$ cat config.mk
export PLATFORM = sky130hd
export DESIGN_NAME = vga_write_arbiter_flat
export DESIGN_NICKNAME = d
export VERILOG_FILES = /design/src/rtl/vga_write_arbiter_if.sv /design/src/rtl/vga_write_arbiter.sv /design/src/flat_wrapper.sv
export SDC_FILE = /design/constraint.sdc
export NUM_CORES = 1
export LEC_CHECK = 0
export ABC_AREA = 1
export CAP_MARGIN = 10
export CORE_MARGIN = 1.5
export CORE_UTILIZATION = 25
export CTS_CLUSTER_DIAMETER = 120
export DETAILED_ROUTE_END_ITERATION = 12
export PLACE_DENSITY = 0.59
export REMOVE_ABC_BUFFERS = 1
export SKIP_CTS_REPAIR_TIMING = 1
export SKIP_LAST_GASP = 1
export SYNTH_ARGS = -nofsm -noshare
export SYNTH_HDL_FRONTEND = slang
export SYNTH_SLANG_ARGS = --single-unit
$ cat constraint.sdc
create_clock -name clock -period 2.1 [get_ports clock]
set_input_delay 0.42 -clock clock [delete_from_list [all_inputs] [get_ports clock]]
set_output_delay 0.42 -clock clock [all_outputs]
set_load 0.02 [all_outputs]
$ cat src/rtl/vga_write_arbiter_if.sv
// ---------------------------------------------------------------------------
// vga_write_arbiter_if
//
// Bundles every signal between the pixel requesters / clear controller and
// the VGA write arbiter, plus the registered plot port to the adapter.
//
// Signals (direction as seen by the arbiter, i.e. the slave modport):
//   req0_valid/x/y/colour  in   renderer pixel request
//   req0_ready             out  renderer request accepted this cycle
//   req1_valid/x/y/colour  in   overlay pixel request
//   req1_ready             out  overlay request accepted this cycle
//   clear_start            in   one-cycle pulse: begin full-screen clear
//   clear_colour           in   fill colour, sampled when the clear starts
//   busy                   out  high while the clear engine owns the port
//   clear_done             out  one-cycle pulse with the final clear write
//   vga_x/vga_y/vga_colour out  registered pixel to the adapter
//   vga_write              out  registered plot strobe
//
// Parameters:
//   COLOUR_BITS  colour word width
// ---------------------------------------------------------------------------
interface vga_write_arbiter_if #(
  parameter int COLOUR_BITS = 18
);

  logic                   req0_valid;
  logic [7:0]             req0_x;
  logic [6:0]             req0_y;
  logic [COLOUR_BITS-1:0] req0_colour;
  logic                   req0_ready;

  logic                   req1_valid;
  logic [7:0]             req1_x;
  logic [6:0]             req1_y;
  logic [COLOUR_BITS-1:0] req1_colour;
  logic                   req1_ready;

  logic                   clear_start;
  logic [COLOUR_BITS-1:0] clear_colour;
  logic                   busy;
  logic                   clear_done;

  logic [7:0]             vga_x;
  logic [6:0]             vga_y;
  logic [COLOUR_BITS-1:0] vga_colour;
  logic                   vga_write;

  // Requesters / controller side.
  modport master (
    output req0_valid, req0_x, req0_y, req0_colour,
    input  req0_ready,
    output req1_valid, req1_x, req1_y, req1_colour,
    input  req1_ready,
    output clear_start, clear_colour,
    input  busy, clear_done,
    input  vga_x, vga_y, vga_colour, vga_write
  );

  // Arbiter side.
  modport slave (
    input  req0_valid, req0_x, req0_y, req0_colour,
    output req0_ready,
    input  req1_valid, req1_x, req1_y, req1_colour,
    output req1_ready,
    input  clear_start, clear_colour,
    output busy, clear_done,
    output vga_x, vga_y, vga_colour, vga_write
  );

endinterface

$ cat src/rtl/vga_write_arbiter.sv
// ---------------------------------------------------------------------------
// vga_write_arbiter
//
// Shares the single plot port of a WIDTH x HEIGHT VGA adapter between two
// pixel requesters (req0: renderer, req1: overlay) and an internal
// full-screen clear engine. At most one registered pixel write is presented
// per cycle; an accepted request appears on the plot port one cycle later.
//
// Arbitration (state IDLE):
//   - a single valid requester is accepted immediately;
//   - when both are valid, the requester not granted last wins
//     (round-robin pointer starts on req1, so req0 wins the first tie);
//   - a ready is never raised without its valid, and never during reset.
//
// Clear engine (state CLEAR):
//   - entered on clear_start in IDLE; clear_colour is captured then;
//   - issues one pixel per cycle in raster order, blocking both requesters;
//   - clear_done pulses together with the last (WIDTH-1, HEIGHT-1) write;
//   - clear_start while clearing is ignored.
//
// Ports:
//   clock  system clock
//   reset  synchronous, active-high reset (aborts a clear, no clear_done)
//   bus    vga_write_arbiter_if.slave, see the interface for signal list
//
// Parameters:
//   WIDTH        screen width in pixels  (x range 0..WIDTH-1,  WIDTH  <= 256)
//   HEIGHT       screen height in pixels (y range 0..HEIGHT-1, HEIGHT <= 128)
//   COLOUR_BITS  colour word width; must match the interface instance
//
// Build option:
//   ARB_CLIP_EN  when defined, a granted request with x >= WIDTH or
//                y >= HEIGHT is still handshaken (and consumes the
//                round-robin turn) but produces no write and leaves the
//                output registers untouched. When undefined every accepted
//                request is written unmodified.
// ---------------------------------------------------------------------------
module vga_write_arbiter #(
  parameter int WIDTH       = 160,
  parameter int HEIGHT      = 120,
  parameter int COLOUR_BITS = 18
) (
  input logic                clock,
  input logic                reset,
  vga_write_arbiter_if.slave bus
);

  // Last valid raster coordinates, sized to the coordinate buses.
  localparam logic [7:0] X_LAST = 8'(WIDTH - 1);
  localparam logic [6:0] Y_LAST = 7'(HEIGHT - 1);

  typedef enum logic [0:0] {
    ST_IDLE  = 1'b0,
    ST_CLEAR = 1'b1
  } state_t;

  state_t                 r_state;
  state_t                 w_state_nxt;

  // Clear engine.
  logic [7:0]             r_clr_x;
  logic [6:0]             r_clr_y;
  logic [COLOUR_BITS-1:0] r_clr_colour;

  // Round-robin pointer: 1 means req1 was granted last.
  logic                   r_last_grant;

  // Registered plot port.
  logic                   r_vga_write;
  logic [7:0]             r_vga_x;
  logic [6:0]             r_vga_y;
  logic [COLOUR_BITS-1:0] r_vga_colour;
  logic                   r_clear_done;

  // Decode from the next-state process.
  logic                   w_grant0;
  logic                   w_grant1;
  logic                   w_clr_start;
  logic                   w_clr_last;

  // Selected request.
  logic                   w_xfer;
  logic [7:0]             w_req_x;
  logic [6:0]             w_req_y;
  logic [COLOUR_BITS-1:0] w_req_colour;
  logic                   w_req_write;

  // -------------------------------------------------------------------------
  // State register
  // -------------------------------------------------------------------------
  // NOTE: clocked state uses non-blocking assignments so every flop samples
  // the pre-edge values regardless of process evaluation order.
  always_ff @(posedge clock) begin
    if (reset) begin
      r_state <= ST_IDLE;
    end else begin
      r_state <= w_state_nxt;
    end
  end

  // -------------------------------------------------------------------------
  // Next state, grants and clear-engine control
  // -------------------------------------------------------------------------
  // NOTE: every signal driven here gets a default first, so no path through
  // the case leaves one unassigned and no latch is inferred.
  always_comb begin
    w_state_nxt = r_state;
    w_grant0    = 1'b0;
    w_grant1    = 1'b0;
    w_clr_start = 1'b0;
    w_clr_last  = 1'b0;

    case (r_state)
      ST_IDLE: begin
        // Grants are suppressed while reset is held: a handshake in that
        // cycle would be lost when the registers clear.
        if (!reset) begin
          if (bus.req0_valid && bus.req1_valid) begin
            w_grant0 = r_last_grant;
            w_grant1 = !r_last_grant;
          end else begin
            w_grant0 = bus.req0_valid;
            w_grant1 = bus.req1_valid;
          end
        end
        // A request granted in the same cycle is still written; the clear
        // starts issuing pixels from the next cycle.
        if (bus.clear_start) begin
          w_clr_start = 1'b1;
          w_state_nxt = ST_CLEAR;
        end
      end

      ST_CLEAR: begin
        w_clr_last = (r_clr_x == X_LAST) && (r_clr_y == Y_LAST);
        if (w_clr_last) begin
          w_state_nxt = ST_IDLE;
        end
      end
    endcase
  end

  assign bus.req0_ready = w_grant0;
  assign bus.req1_ready = w_grant1;
  assign bus.busy       = (r_state == ST_CLEAR);

  // -------------------------------------------------------------------------
  // Request select and optional clipping
  // -------------------------------------------------------------------------
  assign w_xfer       = w_grant0 || w_grant1;
  assign w_req_x      = w_grant1 ? bus.req1_x      : bus.req0_x;
  assign w_req_y      = w_grant1 ? bus.req1_y      : bus.req0_y;
  assign w_req_colour = w_grant1 ? bus.req1_colour : bus.req0_colour;

`ifdef ARB_CLIP_EN
  // Off-screen pixels are swallowed: handshake completes, nothing is plotted.
  assign w_req_write = w_xfer && (w_req_x <= X_LAST) && (w_req_y <= Y_LAST);
`else
  assign w_req_write = w_xfer;
`endif

  // -------------------------------------------------------------------------
  // Round-robin pointer: moves on every handshake, plotted or clipped.
  // -------------------------------------------------------------------------
  always_ff @(posedge clock) begin
    if (reset) begin
      r_last_grant <= 1'b1;
    end else if (w_xfer) begin
      r_last_grant <= w_grant1;
    end
  end

  // -------------------------------------------------------------------------
  // Clear raster counters. They are zeroed on start and wrap back to zero
  // after the final pixel, so they never hold an off-screen coordinate.
  // -------------------------------------------------------------------------
  always_ff @(posedge clock) begin
    if (reset) begin
      r_clr_x <= '0;
      r_clr_y <= '0;
    end else if (w_clr_start) begin
      r_clr_x <= '0;
      r_clr_y <= '0;
    end else if (r_state == ST_CLEAR) begin
      if (r_clr_x == X_LAST) begin
        r_clr_x <= '0;
        r_clr_y <= w_clr_last ? 7'd0 : r_clr_y + 7'd1;
      end else begin
        r_clr_x <= r_clr_x + 8'd1;
      end
    end
  end

  // NOTE: the fill colour is deliberately left out of reset; it is only
  // read in CLEAR, and CLEAR can only be entered through the cycle that
  // loads it.
  always_ff @(posedge clock) begin
    if (w_clr_start) begin
      r_clr_colour <= bus.clear_colour;
    end
  end

  // -------------------------------------------------------------------------
  // Registered plot port. Coordinates and colour hold when nothing is
  // written; the strobe and clear_done are single-cycle.
  // -------------------------------------------------------------------------
  always_ff @(posedge clock) begin
    if (reset) begin
      r_vga_write  <= 1'b0;
      r_vga_x      <= '0;
      r_vga_y      <= '0;
      r_vga_colour <= '0;
      r_clear_done <= 1'b0;
    end else begin
      r_vga_write  <= 1'b0;
      r_clear_done <= 1'b0;
      if (r_state == ST_CLEAR) begin
        r_vga_write  <= 1'b1;
        r_vga_x      <= r_clr_x;
        r_vga_y      <= r_clr_y;
        r_vga_colour <= r_clr_colour;
        r_clear_done <= w_clr_last;
      end else if (w_req_write) begin
        r_vga_write  <= 1'b1;
        r_vga_x      <= w_req_x;
        r_vga_y      <= w_req_y;
        r_vga_colour <= w_req_colour;
      end
    end
  end

  assign bus.vga_write  = r_vga_write;
  assign bus.vga_x      = r_vga_x;
  assign bus.vga_y      = r_vga_y;
  assign bus.vga_colour = r_vga_colour;
  assign bus.clear_done = r_clear_done;

endmodule

$ cat src/flat_wrapper.sv
// flat-port wrapper written by rule: the top's interface ports become plain ports
module vga_write_arbiter_flat 
#(
  parameter int WIDTH       = 160,
  parameter int HEIGHT      = 120,
  parameter int COLOUR_BITS = 18
)
  (clock, reset, bus_req0_valid, bus_req0_x, bus_req0_y, bus_req0_colour, bus_req0_ready, bus_req1_valid, bus_req1_x, bus_req1_y, bus_req1_colour, bus_req1_ready, bus_clear_start, bus_clear_colour, bus_busy, bus_clear_done, bus_vga_x, bus_vga_y, bus_vga_colour, bus_vga_write);
  vga_write_arbiter_if #(.COLOUR_BITS(COLOUR_BITS)) bus_i ();
  input logic clock;
  input logic reset;
  input wire logic [$bits(bus_i.req0_valid)-1:0] bus_req0_valid;
  input wire logic [$bits(bus_i.req0_x)-1:0] bus_req0_x;
  input wire logic [$bits(bus_i.req0_y)-1:0] bus_req0_y;
  input wire logic [$bits(bus_i.req0_colour)-1:0] bus_req0_colour;
  output wire logic [$bits(bus_i.req0_ready)-1:0] bus_req0_ready;
  input wire logic [$bits(bus_i.req1_valid)-1:0] bus_req1_valid;
  input wire logic [$bits(bus_i.req1_x)-1:0] bus_req1_x;
  input wire logic [$bits(bus_i.req1_y)-1:0] bus_req1_y;
  input wire logic [$bits(bus_i.req1_colour)-1:0] bus_req1_colour;
  output wire logic [$bits(bus_i.req1_ready)-1:0] bus_req1_ready;
  input wire logic [$bits(bus_i.clear_start)-1:0] bus_clear_start;
  input wire logic [$bits(bus_i.clear_colour)-1:0] bus_clear_colour;
  output wire logic [$bits(bus_i.busy)-1:0] bus_busy;
  output wire logic [$bits(bus_i.clear_done)-1:0] bus_clear_done;
  output wire logic [$bits(bus_i.vga_x)-1:0] bus_vga_x;
  output wire logic [$bits(bus_i.vga_y)-1:0] bus_vga_y;
  output wire logic [$bits(bus_i.vga_colour)-1:0] bus_vga_colour;
  output wire logic [$bits(bus_i.vga_write)-1:0] bus_vga_write;
  assign bus_i.req0_valid = bus_req0_valid;
  assign bus_i.req0_x = bus_req0_x;
  assign bus_i.req0_y = bus_req0_y;
  assign bus_i.req0_colour = bus_req0_colour;
  assign bus_req0_ready = bus_i.req0_ready;
  assign bus_i.req1_valid = bus_req1_valid;
  assign bus_i.req1_x = bus_req1_x;
  assign bus_i.req1_y = bus_req1_y;
  assign bus_i.req1_colour = bus_req1_colour;
  assign bus_req1_ready = bus_i.req1_ready;
  assign bus_i.clear_start = bus_clear_start;
  assign bus_i.clear_colour = bus_clear_colour;
  assign bus_busy = bus_i.busy;
  assign bus_clear_done = bus_i.clear_done;
  assign bus_vga_x = bus_i.vga_x;
  assign bus_vga_y = bus_i.vga_y;
  assign bus_vga_colour = bus_i.vga_colour;
  assign bus_vga_write = bus_i.vga_write;
  vga_write_arbiter #(.WIDTH(WIDTH), .HEIGHT(HEIGHT), .COLOUR_BITS(COLOUR_BITS)) u_core (.clock(clock), .reset(reset), .bus(bus_i));
endmodule
==> summary.md, run 1 <==
| Metric | Value |
|---|---|
| ANT cells | 0 |
| Chip Width | 119 um |
| Largest delay share family, worst path | buffers and inverters |
| Via Count | 3442 |
| Max Freq | 510 MHz |
| Cell Count, Final, Fillers Out | 784 |
| Pins Over Slew Limit | 0 |
| Startpoint types | primary input |
| Final nets | roughly 690 |
| Clk pwr share | 0.373 |
| Post-Syn Area | 3380 sq um |
| Number of I/O pins | 127 |
| Crit path cell chain | clkdlybuf4s50_1 -> nor2_2 -> nand3_2 -> inv_2 -> dlymetal6s2s_1 |
| Drt total wl | 10.4 mm |
| Area growth, synth to finish | 50.5% |
| Total Die Area | 14200 sq um |
| H-Tree Depth | 3 |
| Initial antenna violation count | 0 |
| Shortest period the worst path allows | between 1.5 and 2 ns |
| Worst path arrival time | 1.54 ns |
| Leak | 2.17 nW |
| DRT Pass-1 Iters | 4 |
| GRT overflow | 0 |
| Synth Register Bits | 70 |
| GPL Wtd Cong | about 0.80 |
| Die span in y | roughly 120 um |
| Synth Instances | 476 |
| Worst EP required | 1.68 ns |
| Buffers added on ports | about 130 |
| Largest net degree at the start of global routing | between 50 and 60 |
| Ys Warns | 0 |
| Core area | 13200 sq um |
| Hpwl dp | between 7 and 8 mm |
| Share of cells above drive strength 1 | 0.0641 |
| CTS root buffer | clkbuf_16 |
| Status | complete, no violations |
| # setup viols final | 0 |
| Gr usage total | 0.154 |
| Worst-path clk slew | around 0.050 ns |
| Comb power frac | 0.209 |
| CP max FO | 3 |
| Switching Share | 0.262 |
| Critical path class | in2out |
| Placed cells | 768 |
| Clk sinks | 70 |
| Std cell rows | 42 |
| Final Hold Viols | 0 |
| Final antenna-violating net count | 0 |
| Global-route wire length before repair | 16.9 mm |
| Critical Path Max Stage Delay | 0.48 ns |
| Reported net switching power | 0.958 mW |
| DR DRC count | 0 |
| CTS tree | done |
| Peak supply drop | 0.000553 V |
| Setup total negative slack | 0 ns |
| Vias per Instance | ~4.4 |
| Maxcap violations | 0 |
| Sequential power share | 0.418 |
| CP Capture Type | output port |
| CTS Buf Count | 9 |
| Worst clock skew | 0.00410 ns |
| Worst-Skew Late Latency | 0.34 ns |
| Yosys cell types | 24 |
| Seq/Total Area, Yosys | 0.468 |
| Clock Path Buffers | 2 |
| Pwr per Cell Area | 717 nW/um^2 |
| Mean Syn Cell Area | 7.11 sq um |
| Crit path buffers/inverters | 3 |
| Final core occ | 0.384 |
| Initial DRC count | about 210 |
| Pint | 2.69 mW |
| Routed len/inst | about 13 um |
| Relative slew margins | 0.633 |
| HP Class | reg2reg |
| Initial Util | 0.255 |
| Crit share post-route | 0.934 |
| Critical path's slowest cell | clkdlybuf4s50_1 |
| Worst-margin pin slew | around 0.55 ns |
| RSZ-0062 raised after global routing | false |
| Vias in the first global route | 3440 |
layout make-up:
cell class | count | area, sq um
Multi-Input combinational cell | 355 | 1540
Inverter | 27 | 101
Timing Repair Buffer | 140 | 1390
Tap cell | 176 | 220
Fill cell | 1391 | 8150
Clock buffer | 15 | 258
Clock inverter | 1 | 5.00
Sequential cell | 70 | 1580
cell usage in the layout, fill, tap and decap left out:
cell type | Yosys | final
nand2_1 | 152 | 152
clkdlybuf4s50_1 | 0 | 123
nor2_1 | 90 | 89
dfxtp_1 | 52 | 52
nand3_1 | 41 | 41
o21ai_0 | 29 | 29
inv_1 | 23 | 23
o21ai_1 | 19 | 19
edfxtp_1 | 18 | 18
buf_4 | 3 | 13
clkbuf_16 | 0 | 9
clkbuf_1 | 6 | 5
inv_2 | 4 | 4
a21oi_1 | 4 | 4
nor2_2 | 2 | 3
nand3_2 | 3 | 3
nor3_1 | 3 | 3
xor2_1 | 3 | 3
dlymetal6s2s_1 | 0 | 3
nand2_2 | 2 | 2
nand4_1 | 2 | 2
ha_1 | 2 | 2
nor2_4 | 1 | 1
o21ai_2 | 1 | 1
o211ai_1 | 1 | 1
clkinv_2 | 0 | 1
clkbuf_8 | 0 | 1
buf_12 | 0 | 1
metrics by stage:
stage | worst slack [ns] | cell area (sq um) | total power, mW | hold WS (ns)
2_1_floorplan | -0.470 | 3220 | 1.89 | 0.471
4_1_cts | -0.248 | 5080 | 3.71 | 0.511
3_5_place_dp | -0.245 | 4820 | 2.32 | 0.498
6_report | 0.138 | 5090 | 3.65 | 0.508
5_1_grt | 0.0727 | 5090 | 3.85 | 0.532
3_3_place_gp | -0.226 | 4820 | 2.31 | 0.488
routing by layer:
layer,up-vias,wire [um],track usage
li1,1766,-,-
met1,1536,4870,0.198
met2,136,4440,0.238
met3,4,999,0.0656
met4,0,44,0.0402
met5,-,0,0
worst register-to-register path: stages (launching register included):
cell,delay (ns)
dfxtp_1,0.35
inv_2,0.08
buf_4,0.47
nand3_2,0.21
buf_12,0.24
o21ai_0,0.20
nor2_1,0.06
cell usage after synthesis:
cell / n / area share
a21oi_1: 4 / 0.0059
buf_2: 8 / 0.012
buf_4: 3 / 0.0067
buf_6: 7 / 0.023
clkbuf_1: 6 / 0.0067
dfxtp_1: 52 / 0.31
edfxtp_1: 18 / 0.16
ha_1: 2 / 0.0074
inv_1: 23 / 0.026
inv_2: 4 / 0.0044
nand2_1: 152 / 0.17
nand2_2: 2 / 0.0037
nand3_1: 41 / 0.061
nand3_2: 3 / 0.0089
nand4_1: 2 / 0.0037
nor2_1: 90 / 0.10
nor2_2: 2 / 0.0037
nor2_4: 1 / 0.0033
nor3_1: 3 / 0.0044
o211ai_1: 1 / 0.0022
o21ai_0: 29 / 0.043
o21ai_1: 19 / 0.028
o21ai_2: 1 / 0.0026
xor2_1: 3 / 0.0078
power groups by stage:
stage	registers [mW]	logic, mW	clock network, mW
2_1_floorplan	1.64	0.252	0
3_3_place_gp	1.55	0.763	0
3_5_place_dp	1.55	0.771	0
4_1_cts	1.53	0.776	1.41
5_1_grt	1.54	0.844	1.47
6_report	1.53	0.764	1.36
worst paths after layout:
check,start,end,slack [ns],cells past startpoint
setup / recovery,reset,bus_req1_ready,0.14,5
hold / removal,u_core.bus.vga_x[3]$_SDFFE_PP0P_,u_core.bus.vga_x[3]$_SDFFE_PP0P_,0.51,2
setup reg to reg,u_core.bus.busy$_SDFF_PP0_,u_core.bus.vga_colour[6]$_SDFFE_PP0P_,0.39,6
hold reg to reg,u_core.bus.vga_x[3]$_SDFFE_PP0P_,u_core.bus.vga_x[3]$_SDFFE_PP0P_,0.51,2
sequential cells by signal, indices dropped and copies added (netlist names):
register               count
u_core.r_clr_y             7
u_core.bus.vga_colour     18
u_core.r_clr_colour       18
u_core.bus.vga_y           7
u_core.bus.clear_done      1
u_core.bus.busy            1
u_core.r_clr_x             8
u_core.bus.vga_write       1
u_core.r_last_grant        1
u_core.bus.vga_x           8
logic make-up after synthesis:
logic type | count (synthesis) | share of synthesized area
flip-flops | 70 | 0.468
AO/OA/AOI/OAI | 54 | 0.0818
AND/OR/NAND/NOR | 296 | 0.357
XOR/XNOR | 3 | 0.00777
adder cells (fa/ha/maj) | 2 | 0.00740
buffers and inverters | 51 | 0.0784
Note: power is estimated with default switching activity, not from simulation.
==> inputs of run 2 (changes only) <==
- CORE_UTILIZATION: 25 -> 39
- PLACE_DENSITY: 0.59 -> 0.81
==> summary.md, run 2 (synthesized netlist as in run 1, its figures left out) <==
| Metric | Value |
|---|---|
| Status | complete, no violations |
| Hold endpoint | u_core.r_clr_x[7]$_SDFFE_PP0P_ |
| HP Class | reg2reg |
| Routed len/inst | 13.2 um (-0.13%) |
| Crit path cell chain | buf_4 -> clkdlybuf4s50_1 |
| Worst path arrival time | 1.58 ns (+0.04 ns) |
| # setup viols final | 0 (unchanged) |
| Worst-path clk slew | 0.07 ns (+0.02 ns) |
| H-Tree Depth | 3 (unchanged) |
| Initial DRC count | 97 (-54%) |
| Die span in y | 96.1 um (-19%) |
| ANT cells | 0 (unchanged) |
| Buffers added on ports | 126 (unchanged) |
| Hold Crit Start | u_core.r_clr_x[7]$_SDFFE_PP0P_ |
| Worst EP required | 1.68 ns (about the same) |
| GRT overflow | 0 (unchanged) |
| CTS tree | done |
| Via Count | 3481 (+1.1%) |
| Clk sinks | 70 (unchanged) |
| Share of cells above drive strength 1 | 0.0720 (+0.00787) |
| Reg-to-Reg Start | u_core.bus.busy$_SDFF_PP0_ |
| Critical path class | reg2out |
| Startpoint types | register |
| Placed cells | 700 (-8.9%) |
| WHS | 0.508 ns (+0.0000490 ns) |
| Area growth, synth to finish | 46.7% |
| Shortest period the worst path allows | 2.00 ns (+0.0407 ns) |
| Hold path depth | 2 (unchanged) |
| Vias per Instance | 4.86 (+11%) |
| DR DRC count | 0 (unchanged) |
| Reg2reg path depth | 6 (unchanged) |
| Commonest non-fill, non-tap cell in the layout | nand2_1 |
| Gr usage total | 0.212 (+0.0576) |
| DRT Pass-1 Iters | 4 (unchanged) |
| CP max FO | 8 (+5) |
| Critical path's slowest cell | clkdlybuf4s50_1 |
| Power Total | 3.33 mW (-8.7%) |
| Pins Over Slew Limit | 0 (unchanged) |
| CTS root buffer | clkbuf_8 |
| Worst-Skew Late Latency | 0.35 ns (about the same) |
| Hpwl dp | 6.68 mm (-5.7%) |
| Worst-margin pin slew | 0.510 ns (-0.0409 ns) |
| Cell Count, Final, Fillers Out | 716 (-8.7%) |
| CTS Buf Count | 9 (unchanged) |
| Final nets | 697 (+0.43%) |
| Crit path buffers/inverters | 2 (-1) |
| Crit share post-route | 0.954 (+0.0194) |
| Initial antenna violation count | 0 (unchanged) |
| RSZ-0062 raised after global routing | false |
| Crit Reg-Reg Endpoint | u_core.bus.vga_colour[8]$_SDFFE_PP0P_ |
| Slack of the critical path | 0.0970 ns (-0.0407 ns) |
| Chip Width | 96.1 um (-19%) |
| Total Die Area | 9240 sq um (-35%) |
| Relative slew margins | 0.660 (+0.0273) |
| Final core occ | 0.598 (+0.213) |
| Final Hold Viols | 0 (unchanged) |
| Setup Slack @ Placement | -0.189 ns (+0.0557 ns) |
| Flop2flop setup slack | 0.41 ns (+0.02 ns) |
| Pwr per Cell Area | 672 nW/um^2 (-6.3%) |
| Global-route wire length before repair | 14.9 mm (-12%) |
| Worst clock skew | 0.00777 ns (+0.00367 ns) |
| Most frequent cells in the layout | nand2_1, clkdlybuf4s50_1, nor2_1 |
| Peak supply drop | 0.000332 V (-40%) |
| Vias in the first global route | 3336 (-3.0%) |
| Core area | 8300 sq um (-37%) |
| Largest delay share family, worst path | buffers and inverters |
| Number of I/O pins | 127 (unchanged) |
| Max Freq | 499 MHz (-2.0%) |
| Maxcap violations | 0 (unchanged) |
| CP Capture Type | output port |
| Initial Util | 0.408 (+0.152) |
| Largest net degree at the start of global routing | 47 (-13%) |
| Critical Path Max Stage Delay | 0.61 ns (+0.13 ns) |
| Std cell rows | 33 (-21%) |
| Clock Path Buffers | 2 (unchanged) |
| GPL Wtd Cong | 0.919 (+15%) |
| Drt total wl | 9.45 mm (-8.8%) |
| Final antenna-violating net count | 0 (unchanged) |
| Leak | 2.15 nW (-1.1%) |
## run 2: cell count changes in the layout (fill, tap and decap cells not counted), sizes merged
cell,change
clkbuf,+1
buf,+3
clkdlybuf4s50,+1
clkinv,-1
dlymetal6s2s,-1
## run 2: worst max-delay path by stage
stage | from | to | depth (start not counted) | slack [ns]
after floorplan | u_core.bus.busy$_SDFF_PP0_ | u_core.bus.vga_x[3]$_SDFFE_PP0P_ | 5 | -0.47
after detailed placement | bus_req1_valid | bus_req1_ready | 6 | -0.19
after global placement | reset | bus_req1_ready | 5 | -0.15
after global routing | u_core.bus.busy$_SDFF_PP0_ | bus_busy | 2 | 0.01
after CTS | bus_req1_valid | bus_req1_ready | 6 | -0.19
final | u_core.bus.busy$_SDFF_PP0_ | bus_busy | 2 | 0.1
## run 2: cell type report
| type | count | area (sq um) |
|---|---|---|
| tap | 105 | 131 |
| multi-input combinational | 355 | 1540 |
| sequential | 70 | 1580 |
| timing repair buffer | 143 | 1420 |
| fill | 765 | 3340 |
| clock buffer | 16 | 190 |
| inverter | 27 | 101 |
## run 2: power by group
part	leakage, nW	internal (mW)	switching, mW
Combinational	1.45	0.391	0.378
Sequential	0.600	1.48	0.0422
Clock	0.0970	0.561	0.483
## run 2: layer usage
layer / up-vias / part of all wire / global-route usage / routed length (um)
li1: 1778 / - / - / -
met1: 1551 / 0.44 / 0.244 / 4110
met2: 135 / 0.46 / 0.359 / 4350
met3: 17 / 0.083 / 0.0703 / 783
met4: 0 / 0.022 / 0.0846 / 208
met5: - / 0 / 0 / 0
## run 2: tightest hold or removal path, delay by kind of cell (launching register included)
family          cells  cell delay (ns)
compound gates      1             0.06
flops               1             0.34
simple gates        1             0.07
## run 2: metrics by stage
stage / instance area [sq um] / setup TNS, ns
after floorplan: 3220 / -13.66
after global placement: 4770 / -0.300
after detailed placement: 4770 / -0.340
after CTS: 4960 / -0.345
after global routing: 4960 / 0
final: 4960 / 0
